==> src/rtl/bw_io_impctl_updsched.sv <==
// bw_io_impctl_updsched
//
// Schedules impedance-calibration updates for an I/O pad. An update runs
// when software requests one, a request is pending, or the automatic
// holdoff timer has expired. Each update enables the calibration pad,
// waits for it to settle, and takes NSAMP comparator samples (one every DIV
// clocks). It then moves the 8-bit code one step toward the majority result.
//
// Ports:
//   clk          clock
//   reset        asynchronous active-high reset
//   upd_req      software update request, sampled each clk
//   auto_en      enable periodic automatic updates
//   bypass_in    force calibration bypass (aborts any update in flight)
//   cmp_hi       pad comparator result, valid while samp_en=1
//   code         impedance code to the pad drivers
//   upd_pulse    one-cycle strobe, new code valid
//   avgcntr_rst  one-cycle reset for the external averaging counter
//   samp_en      comparator sample strobe
//   oe_out       calibration pad output enable
//   bypass       bypass_in delayed by one clk
//   busy         high whenever an update is in progress
module bw_io_impctl_updsched #(
  parameter int DIV     = 4,
  parameter int NSAMP   = 8,
  parameter int SETTLE  = 16,
  parameter int HOLDOFF = 64
) (
  input  logic       clk,
  input  logic       reset,
  input  logic       upd_req,
  input  logic       auto_en,
  input  logic       bypass_in,
  input  logic       cmp_hi,
  output logic [7:0] code,
  output logic       upd_pulse,
  output logic       avgcntr_rst,
  output logic       samp_en,
  output logic       oe_out,
  output logic       bypass,
  output logic       busy
);

  // One counter serves both the settle interval and the DIV phase in SAMPLE.
  localparam int CMAX = (SETTLE > DIV) ? SETTLE : DIV;
  localparam int CW   = $clog2(CMAX + 1);
  localparam int SW   = $clog2(NSAMP + 1);
  localparam int HW   = $clog2(HOLDOFF + 1);

  localparam logic [CW-1:0] SETTLE_LAST = CW'(SETTLE - 1);
  localparam logic [CW-1:0] DIV_LAST    = CW'(DIV - 1);
  localparam logic [SW-1:0] SAMP_LAST   = SW'(NSAMP - 1);
  localparam logic [SW-1:0] HALF        = SW'(NSAMP / 2);
  localparam logic [HW-1:0] HOLD_LOAD   = HW'(HOLDOFF);

  typedef enum logic [1:0] {ST_IDLE, ST_SETTLE, ST_SAMPLE, ST_UPDATE} state_t;

  state_t        state;
  logic [CW-1:0] cnt;
  logic [CW-1:0] div_nxt;
  logic [SW-1:0] samp_cnt;
  logic [SW-1:0] ones;
  logic [HW-1:0] holdoff;
  logic          pending;
  logic          trigger;

  // The holdoff timer gates only automatic starts; explicit or pending
  // requests always go.
  assign trigger = upd_req | pending | (auto_en & (holdoff == '0));

  // DIV phase of the next SAMPLE cycle; samp_en is registered from it so the
  // strobe lands on the last cycle of each DIV group.
  assign div_nxt = (cnt == DIV_LAST) ? '0 : cnt + CW'(1);

  // Whole scheduler: state, counters and all registered outputs. A bypass in
  // any busy state drops straight back to IDLE without touching the code.
  always_ff @(posedge clk or posedge reset) begin
    if (reset) begin
      state       <= ST_IDLE;
      code        <= 8'h80;
      holdoff     <= '0;
      pending     <= 1'b0;
      cnt         <= '0;
      samp_cnt    <= '0;
      ones        <= '0;
      upd_pulse   <= 1'b0;
      avgcntr_rst <= 1'b0;
      samp_en     <= 1'b0;
      oe_out      <= 1'b0;
      bypass      <= 1'b0;
      busy        <= 1'b0;
    end else begin
      bypass      <= bypass_in;
      upd_pulse   <= 1'b0;
      avgcntr_rst <= 1'b0;
      samp_en     <= 1'b0;

      // Requests during an update merge into a single pending flag; the
      // assignments below take precedence when the flag must clear.
      if (upd_req && state != ST_IDLE) pending <= 1'b1;

      if (state != ST_IDLE && bypass_in) begin
        state   <= ST_IDLE;
        oe_out  <= 1'b0;
        busy    <= 1'b0;
        pending <= 1'b0;
      end else begin
        case (state)
          ST_IDLE: begin
            if (holdoff != '0) holdoff <= holdoff - HW'(1);
            if (!bypass_in && trigger) begin
              state       <= ST_SETTLE;
              avgcntr_rst <= 1'b1;
              oe_out      <= 1'b1;
              busy        <= 1'b1;
              pending     <= 1'b0;
              cnt         <= '0;
              samp_cnt    <= '0;
              ones        <= '0;
            end
          end

          ST_SETTLE: begin
            if (cnt == SETTLE_LAST) begin
              state   <= ST_SAMPLE;
              cnt     <= '0;
              samp_en <= (DIV == 1);
            end else begin
              cnt <= cnt + CW'(1);
            end
          end

          ST_SAMPLE: begin
            if (samp_en) begin
              ones     <= ones + SW'(cmp_hi);
              samp_cnt <= samp_cnt + SW'(1);
            end
            if (samp_en && samp_cnt == SAMP_LAST) begin
              state  <= ST_UPDATE;
              oe_out <= 1'b0;
            end else begin
              cnt     <= div_nxt;
              samp_en <= (div_nxt == DIV_LAST);
            end
          end

          ST_UPDATE: begin
            // Majority high means the pad is too strong: step the code down.
            if (ones > HALF) begin
              if (code != 8'h00) code <= code - 8'h01;
            end else if (ones < HALF) begin
              if (code != 8'hFF) code <= code + 8'h01;
            end
            upd_pulse <= 1'b1;
            holdoff   <= HOLD_LOAD;
            state     <= ST_IDLE;
            busy      <= 1'b0;
          end

          default: state <= ST_IDLE;
        endcase
      end
    end
  end

endmodule
==> config.mk <==
export PLATFORM = sky130hd
export DESIGN_NAME = bw_io_impctl_updsched
export DESIGN_NICKNAME = d
export VERILOG_FILES = /design/src/rtl/bw_io_impctl_updsched.sv
export SDC_FILE = /design/constraint.sdc
export NUM_CORES = 1
export LEC_CHECK = 0
export ABC_AREA = 1
export CAP_MARGIN = 20
export CELL_PAD_IN_SITES_DETAIL_PLACEMENT = 1
export CELL_PAD_IN_SITES_GLOBAL_PLACEMENT = 2
export CORE_AREA = 3 3 91 93
export CTS_BUF_LIST = sky130_fd_sc_hd__clkbuf_4 sky130_fd_sc_hd__clkbuf_8 sky130_fd_sc_hd__clkbuf_16
export CTS_CLUSTER_SIZE = 24
export DETAILED_ROUTE_END_ITERATION = 7
export DIE_AREA = 0 0 94 96
export HOLD_SLACK_MARGIN = 0.03
export PLACE_DENSITY_LB_ADDON = 0.1
export SLEW_MARGIN = 20
export SYNTH_ARGS = -nofsm -noshare
export SYNTH_HDL_FRONTEND = slang
export SYNTH_SLANG_ARGS = --single-unit
==> constraint.sdc <==
create_clock -name clk -period 2.22 [get_ports clk]
set_input_delay 0.444 -clock clk [delete_from_list [all_inputs] [get_ports clk]]
set_output_delay 0.444 -clock clk [all_outputs]
set_load 0.01 [all_outputs]
# After elaboration in Yosys (flattened, before gate mapping)
# Cells that the tools add are included.
dict set report totals {
  word_cells 104
  inputBits 6
  ff_bits 37
  out_inout_bits 14
}
dict set report classes {
  reduce_logical 24
  addsub 6
  eq_ne 16
  n_bitwise 4
  mux 39
  order_cmp 2
}
# op n
set op_table {}
lappend op_table {{$mux 8} 4}
lappend op_table {{$mux 5} 4}
lappend op_table {{$mux 1} 16}
lappend op_table {{$pmux 4 s2} 2}
lappend op_table {{$pmux 5 s3} 1}
lappend op_table {{$pmux 7 s2} 1}
lappend op_table {{$mux 4} 3}
lappend op_table {{$eq 5x2->1 const B} 2}
lappend op_table {{$reduce_bool 2->1} 5}
lappend op_table {{$ne 3x3->1 const B} 3}
lappend op_table {{$reduce_and 3->1} 3}
lappend op_table {{$reduce_bool 3->1} 3}
lappend op_table {{$add 8x1->8 const B} 1}
lappend op_table {{$mux 2} 4}
lappend op_table {{$ne 2x2->1 const B} 4}
lappend op_table {{$ne 8x8->1 const B} 1}
lappend op_table {{$pmux 2 s4} 1}
lappend op_table {{$reduce_and 4->1} 2}
lappend op_table {{$reduce_bool 8->1} 1}
lappend op_table {{$sub 8x1->8 const B} 1}
lappend op_table {{$logic_not 7->1} 1}
lappend op_table {{$mux 7} 1}
lappend op_table {{$reduce_bool 7->1} 1}
lappend op_table {{$sub 7x1->7 const B} 1}
lappend op_table {{19 further kinds} 25}

# Depth between registers and ports, before layout
# Gate-level depths: netlist of the first run.
dict set report depth {
  ltp_word 7
  mapped_depth 13
  depth_no_buf 12
}

# Worst setup path before layout of the first run
# Ideal clock, no wire load.
dict set report synth_path {
  path_kind {register to register}
  startpoint {register ones[2]}
  endpoint {register code[5]}
  setup_time_ns 0.118
  arrival_time_ns 1.641
  required_ns 2.102
  setup_slack_ns 0.461
  synth_period_minus_slack_ns 1.759
  stages_incl_launch_ff 13
  path_buffers 1
  cell_sequence {dfrtp_1 > buf_2 > nand2_1 > nand3_2 > ha_1 > nand3_1 > nand3_1 > nand2_1 > nand3_1 > nand2_1 > nand2_1 > nand2_1 > nand2_1}
}
dict set report synth_via {
  elab_chain_cells 3
  elab_cells_between_ends 7
  classes_between {order compare: 2; eq/ne: 1; mux: 1; reduce/logical: 3}
}
# item line_no
set synth_rtl {}
lappend synth_rtl {{start: declaration} 62} ;# logic [SW-1:0] ones;
lappend synth_rtl {{start signal: assignment} 135} ;# ones <= ones + SW'(cmp_hi);
lappend synth_rtl {{$gt 4x3->1 or $lt 4x3->1 (tied branches)} {149, 151}}
lappend synth_rtl {{$ne 2x1->1 (no line) or $reduce_bool 2->1 (tied branches)} --}
lappend synth_rtl {{$reduce_and 5->1 (no line)} --}
lappend synth_rtl {{end signal: assignment} 150} ;# if (code != 8'h00) code <= code - 8'h01;
lappend synth_rtl {{end signal: assignment} 152} ;# if (code != 8'hFF) code <= code + 8'h01;
lappend synth_rtl {{end: declaration} 35} ;# output logic [7:0] code,
# Parallel ways exist; a longest one is shown, timed or not.
# A chain may end at the register's enable or synchronous reset.

# Final worst setup path of the first run
dict set report layout_path {
  startpoint {register ones[2]}
  endpoint {register code[6]}
}
# Same word-level chain as after synthesis.

==> impl_metrics.prom, run 1 <==
# TYPE chip_impl_metric gauge
chip_impl_info{name="outcome",value="completed"} 1
chip_impl_info{name="synth_top_cells_by_area",value="dfrtp_1 (35%), nand2_1 (17%), ha_1 (9.8%), nand3_1 (8.6%), inv_1 (5.4%)"} 1
chip_impl_metric{name="grt_first_pass_wirelength",unit="microns"} 11000
chip_impl_metric{name="numCtsBuffers",unit=""} 5
chip_impl_info{name="yosys.cell_count.top_type",value="nand2_1"} 1
chip_impl_metric{name="max_cap_violations",unit=""} 0
chip_impl_metric{name="num_rows",unit=""} 32
chip_impl_metric{name="layout_cells_sized_above_1",unit=""} 0.101
chip_impl_metric{name="period_share",unit=""} 0.856
chip_impl_metric{name="synth_enable_flop_cells",unit=""} 0
chip_impl_metric{name="total_number_of_vias",unit=""} 2265
chip_impl_metric{name="synth-warning-count",unit=""} 0
chip_impl_metric{name="switching_power",unit="W"} 0.00141
chip_impl_metric{name="timing.final.hold_violations",unit=""} 0
chip_impl_metric{name="ir_drop",unit="V"} 0.000611
chip_impl_metric{name="initial_antenna_violation_count",unit=""} 0
chip_impl_metric{name="grt_max_degree",unit=""} 38
chip_impl_metric{name="worst-endpoint-arrival",unit="ns"} 2.09
chip_impl_info{name="worst_setup_start_kind",value="flop"} 1
chip_impl_metric{name="final_period_minus_worst_setup_slack",unit="ns"} 1.90
chip_impl_metric{name="worstSkewPairLatency",unit="ns"} 0.29
chip_impl_metric{name="place.port_buffers",unit=""} 19
chip_impl_metric{name="skew",unit="ns"} 0.00678
chip_impl_metric{name="rr_worst_depth",unit=""} 10
chip_impl_metric{name="drt_drc_violations_left",unit=""} 0
chip_impl_metric{name="worst_hold_path.num_cells",unit=""} 2
chip_impl_metric{name="cts.reportedPaths.clkPinSlew",unit="ns"} 0.08
chip_impl_metric{name="detailed_place_hpwl",unit="microns"} 4700
chip_impl_metric{name="clock_path_buffers",unit=""} 2
chip_impl_metric{name="synth.net_count",unit=""} 378
chip_impl_metric{name="via_per_inst",unit=""} 4.72
chip_impl_info{name="synth_ff_type",value="dfrtp_1"} 1
chip_impl_metric{name="holdWs",unit="ns"} 0.478
chip_impl_metric{name="timing.max_slew.rel_slack",unit=""} 0.657
chip_impl_metric{name="synth_async_sr_flop_share",unit=""} 1.00
chip_impl_metric{name="drt-pass1-iter-count",unit=""} 4
chip_impl_metric{name="worst-slew-pin-transition",unit="ns"} 0.515
chip_impl_metric{name="overflow",unit=""} 0
chip_impl_info{name="end_kind",value="flop"} 1
chip_impl_info{name="synth_commonest_cells",value="nand2_1 (117), nand3_1 (44), inv_1 (37)"} 1
chip_impl_metric{name="avgRoutedWirePerCell",unit="microns"} 13.1
chip_impl_metric{name="static-leakage-power",unit="nW"} 1.57
chip_impl_metric{name="critical_path_fanout_max",unit=""} 9
chip_impl_info{name="cts-root-buf",value="clkbuf_8"} 1
chip_impl_metric{name="gp_congestion",unit=""} 0.755
chip_impl_metric{name="postCtsResizedCells",unit=""} 0
chip_impl_metric{name="clock_power_share",unit=""} 0.173
chip_impl_info{name="setup_repair_after_global_routing_missed_its_margin",value="no"} 1
chip_impl_metric{name="postCtsSetupBuffers",unit=""} 0
chip_impl_info{name="synth_largest_area_cell",value="dfrtp_1"} 1
chip_impl_metric{name="power.share.combinational",unit=""} 0.497
chip_impl_metric{name="finalSetupViolations",unit=""} 0
chip_impl_metric{name="pwr_density_cell",unit="mW/mm^2"} 1050
chip_impl_metric{name="fin_tns_setup",unit="ns"} 0
chip_impl_metric{name="synth_area",unit="sq mm"} 0.00255
chip_impl_metric{name="syn_avg_cell_area",unit="sq um"} 7.27
chip_impl_metric{name="power.share.switching",unit=""} 0.448
chip_impl_metric{name="num_io_pins",unit=""} 20
chip_impl_metric{name="floorplan.initialDensity",unit=""} 0.336
chip_impl_metric{name="fmaxAchievable",unit="GHz"} 0.526
chip_impl_metric{name="timing_max_transition_violations_final",unit=""} 0
chip_impl_metric{name="detailed_router_s_first_iteration_violation_count",unit=""} 40
chip_impl_metric{name="critPathRequiredTime",unit="ns"} 2.41
chip_impl_metric{name="routed_wl",unit="microns"} 6270
chip_impl_metric{name="ctsHtreeMaxLevel",unit=""} 2
chip_impl_metric{name="core_area",unit="sq mm"} 0.00761
chip_impl_metric{name="die-width",unit="microns"} 94
chip_impl_metric{name="ctsHoldBuffers",unit=""} 0
chip_impl_metric{name="insertedDiodeCount",unit=""} 0
chip_impl_metric{name="ffs_latches_synth",unit=""} 37
chip_impl_metric{name="antenna_violating_nets_post_route",unit=""} 0
chip_impl_metric{name="seqPwrFrac",unit=""} 0.331
chip_impl_metric{name="clock_sinks",unit=""} 37
chip_impl_metric{name="synth_sequential_area_ratio",unit=""} 0.363
chip_impl_info{name="worst_hold_path_type",value="flop to flop"} 1
chip_impl_metric{name="p_int",unit="W"} 0.00174
chip_impl_metric{name="track_usage",unit=""} 0.154
chip_impl_info{name="clock_tree_from_tritoncts",value="yes"} 1
chip_impl_info{name="critical_path.reg2reg.startpoint",value="ones[2]"} 1
chip_impl_metric{name="number_of_global_route_vias_before_repair",unit=""} 2354
chip_impl_info{name="setup.worst_path.class",value="flop to flop"} 1
chip_impl_metric{name="syn-instance-count",unit=""} 351
chip_impl_metric{name="layout.nets",unit=""} 404
chip_impl_metric{name="floorplan.die.height",unit="microns"} 96
chip_impl_metric{name="synth_top_area_frac",unit=""} 0.353
chip_impl_info{name="worstHoldStart",value="oe_out"} 1
chip_impl_info{name="startpoint",value="ones[2]"} 1
chip_impl_metric{name="dieArea",unit="sq mm"} 0.00902
chip_impl_metric{name="areaGrowthSynthToFinish",unit="%"} 17.1
chip_impl_metric{name="yosys.cell_types.count",unit=""} 32
-- through the flow --
stage / total power, W / setup slack (ns) / utilization / area [sq um] / std cells
global route: 0.00348 / 0.0896 / 0.393 / 2990 / 480
global placement: 0.00261 / 0.221 / 0.377 / 2870 / 472
finish: 0.00315 / 0.319 / 0.393 / 2990 / 480
CTS: 0.00320 / 0.177 / 0.390 / 2970 / 480
floorplan: 0.00215 / 0.461 / - / 2550 / 351
detailed placement: 0.00263 / 0.193 / 0.377 / 2870 / 472
-- per-layer routing --
layer | global-route usage | vias up | share of wire
met1 | 0.203 | 1070 | 0.49
li1 | - | 1165 | -
met3 | 0.0297 | 7 | 0.027
met5 | 0 | - | 0
met4 | 0.0457 | 0 | 0.015
met2 | 0.255 | 23 | 0.47
-- power by group through the flow --
stage | combinational, W | sequential [W] | clock, W
after floorplan | 0.00111 | 0.00105 | 0
after global placement | 0.00156 | 0.00105 | 0
after detailed placement | 0.00158 | 0.00105 | 0
after CTS | 0.00160 | 0.00104 | 0.000565
after global routing | 0.00181 | 0.00108 | 0.000592
final | 0.00156 | 0.00104 | 0.000544
-- area by class of cell --
type / count / area (sq um)
fill: 1001 / 4620
multi-input combinational: 265 / 1440
sequential: 37 / 927
timing repair buffer: 24 / 228
inverter: 44 / 165
tap: 102 / 128
clock buffer: 7 / 96.3
clock inverter: 1 / 5.00
-- worst paths after layout --
path | endpoint | slack (ns)
max | code[6] | 0.32
min | oe_out | 0.48
max reg2reg | code[6] | 0.32
min reg2reg | oe_out | 0.48
max in group asynchronous | code[7] | 1.29
min in group asynchronous | samp_cnt[2] | 0.55
-- placed cells by master, fill, tap and decap left out, types with 2 or more instances in the layout --
cell type	netlist	routed
nand2_1	117	117
nand3_1	44	44
inv_1	37	37
dfrtp_1	36	36
nor2_1	26	26
ha_1	20	19
clkdlybuf4s50_1	0	19
nand4_1	10	10
inv_2	7	7
clkbuf_8	0	7
nand2_2	6	6
xor2_1	6	6
o21ai_1	6	6
o21ai_0	5	5
buf_4	1	5
nor3_1	4	4
a21oi_1	4	4
nor2_4	3	3
xnor2_1	2	2
-- critical path, stage by stage (launching register included) --
cell and delay [ns]:
dfrtp_1 0.46, nand2_1 0.16, nand3_4 0.17, ha_1 0.39
a21oi_1 0.19, or2_1 0.15, nand3_1 0.07, nand2_1 0.06
nand2_1 0.05, nand2_1 0.05, nand2_1 0.04
-- sequential cells by signal, indices dropped and copies added, names as in the netlist --
name,cells
avgcntr_rst,1
busy,1
bypass,1
cnt,5
code,8
holdoff,7
oe_out,1
ones,4
pending,1
samp_cnt,4
samp_en,1
state,2
upd_pulse,1
-- logic make-up (layout without fill, tap and decap cells) --
family	count (synthesis)	after routing	synth area share
compound gates	19	19	0.0422
xor+xnor	8	8	0.0275
fa+ha+maj	21	21	0.106
buf+inv	49	76	0.0804
flops	37	37	0.363
simple gates	217	217	0.381
No activity file was read; power rests on OpenSTA's default activity.
==> run 2, diff against run 1 <==
--- a/config.mk
+++ b/config.mk
@@ -6,6 +6,7 @@
 export NUM_CORES = 1
 export LEC_CHECK = 0
 export ABC_AREA = 1
+export ABC_CLOCK_PERIOD_IN_PS = 2220
 export CAP_MARGIN = 20
 export CELL_PAD_IN_SITES_DETAIL_PLACEMENT = 1
 export CELL_PAD_IN_SITES_GLOBAL_PLACEMENT = 2
@@ -16,6 +17,7 @@
 export DIE_AREA = 0 0 94 96
 export HOLD_SLACK_MARGIN = 0.03
 export PLACE_DENSITY_LB_ADDON = 0.1
+export SKIP_CTS_REPAIR_TIMING = 1
 export SLEW_MARGIN = 20
 export SYNTH_ARGS = -nofsm -noshare
 export SYNTH_HDL_FRONTEND = slang
==> results of run 2 <==
Same layout as run 1: the final DEF is identical, and so are final timing and power.
==> run 3, diff against run 2 <==
--- a/config.mk
+++ b/config.mk
@@ -7,7 +7,6 @@
 export LEC_CHECK = 0
 export ABC_AREA = 1
 export ABC_CLOCK_PERIOD_IN_PS = 2220
-export CAP_MARGIN = 20
 export CELL_PAD_IN_SITES_DETAIL_PLACEMENT = 1
 export CELL_PAD_IN_SITES_GLOBAL_PLACEMENT = 2
 export CORE_AREA = 3 3 91 93
==> results of run 3 <==
Same layout as run 1: the final DEF is identical, and so are final timing and power.
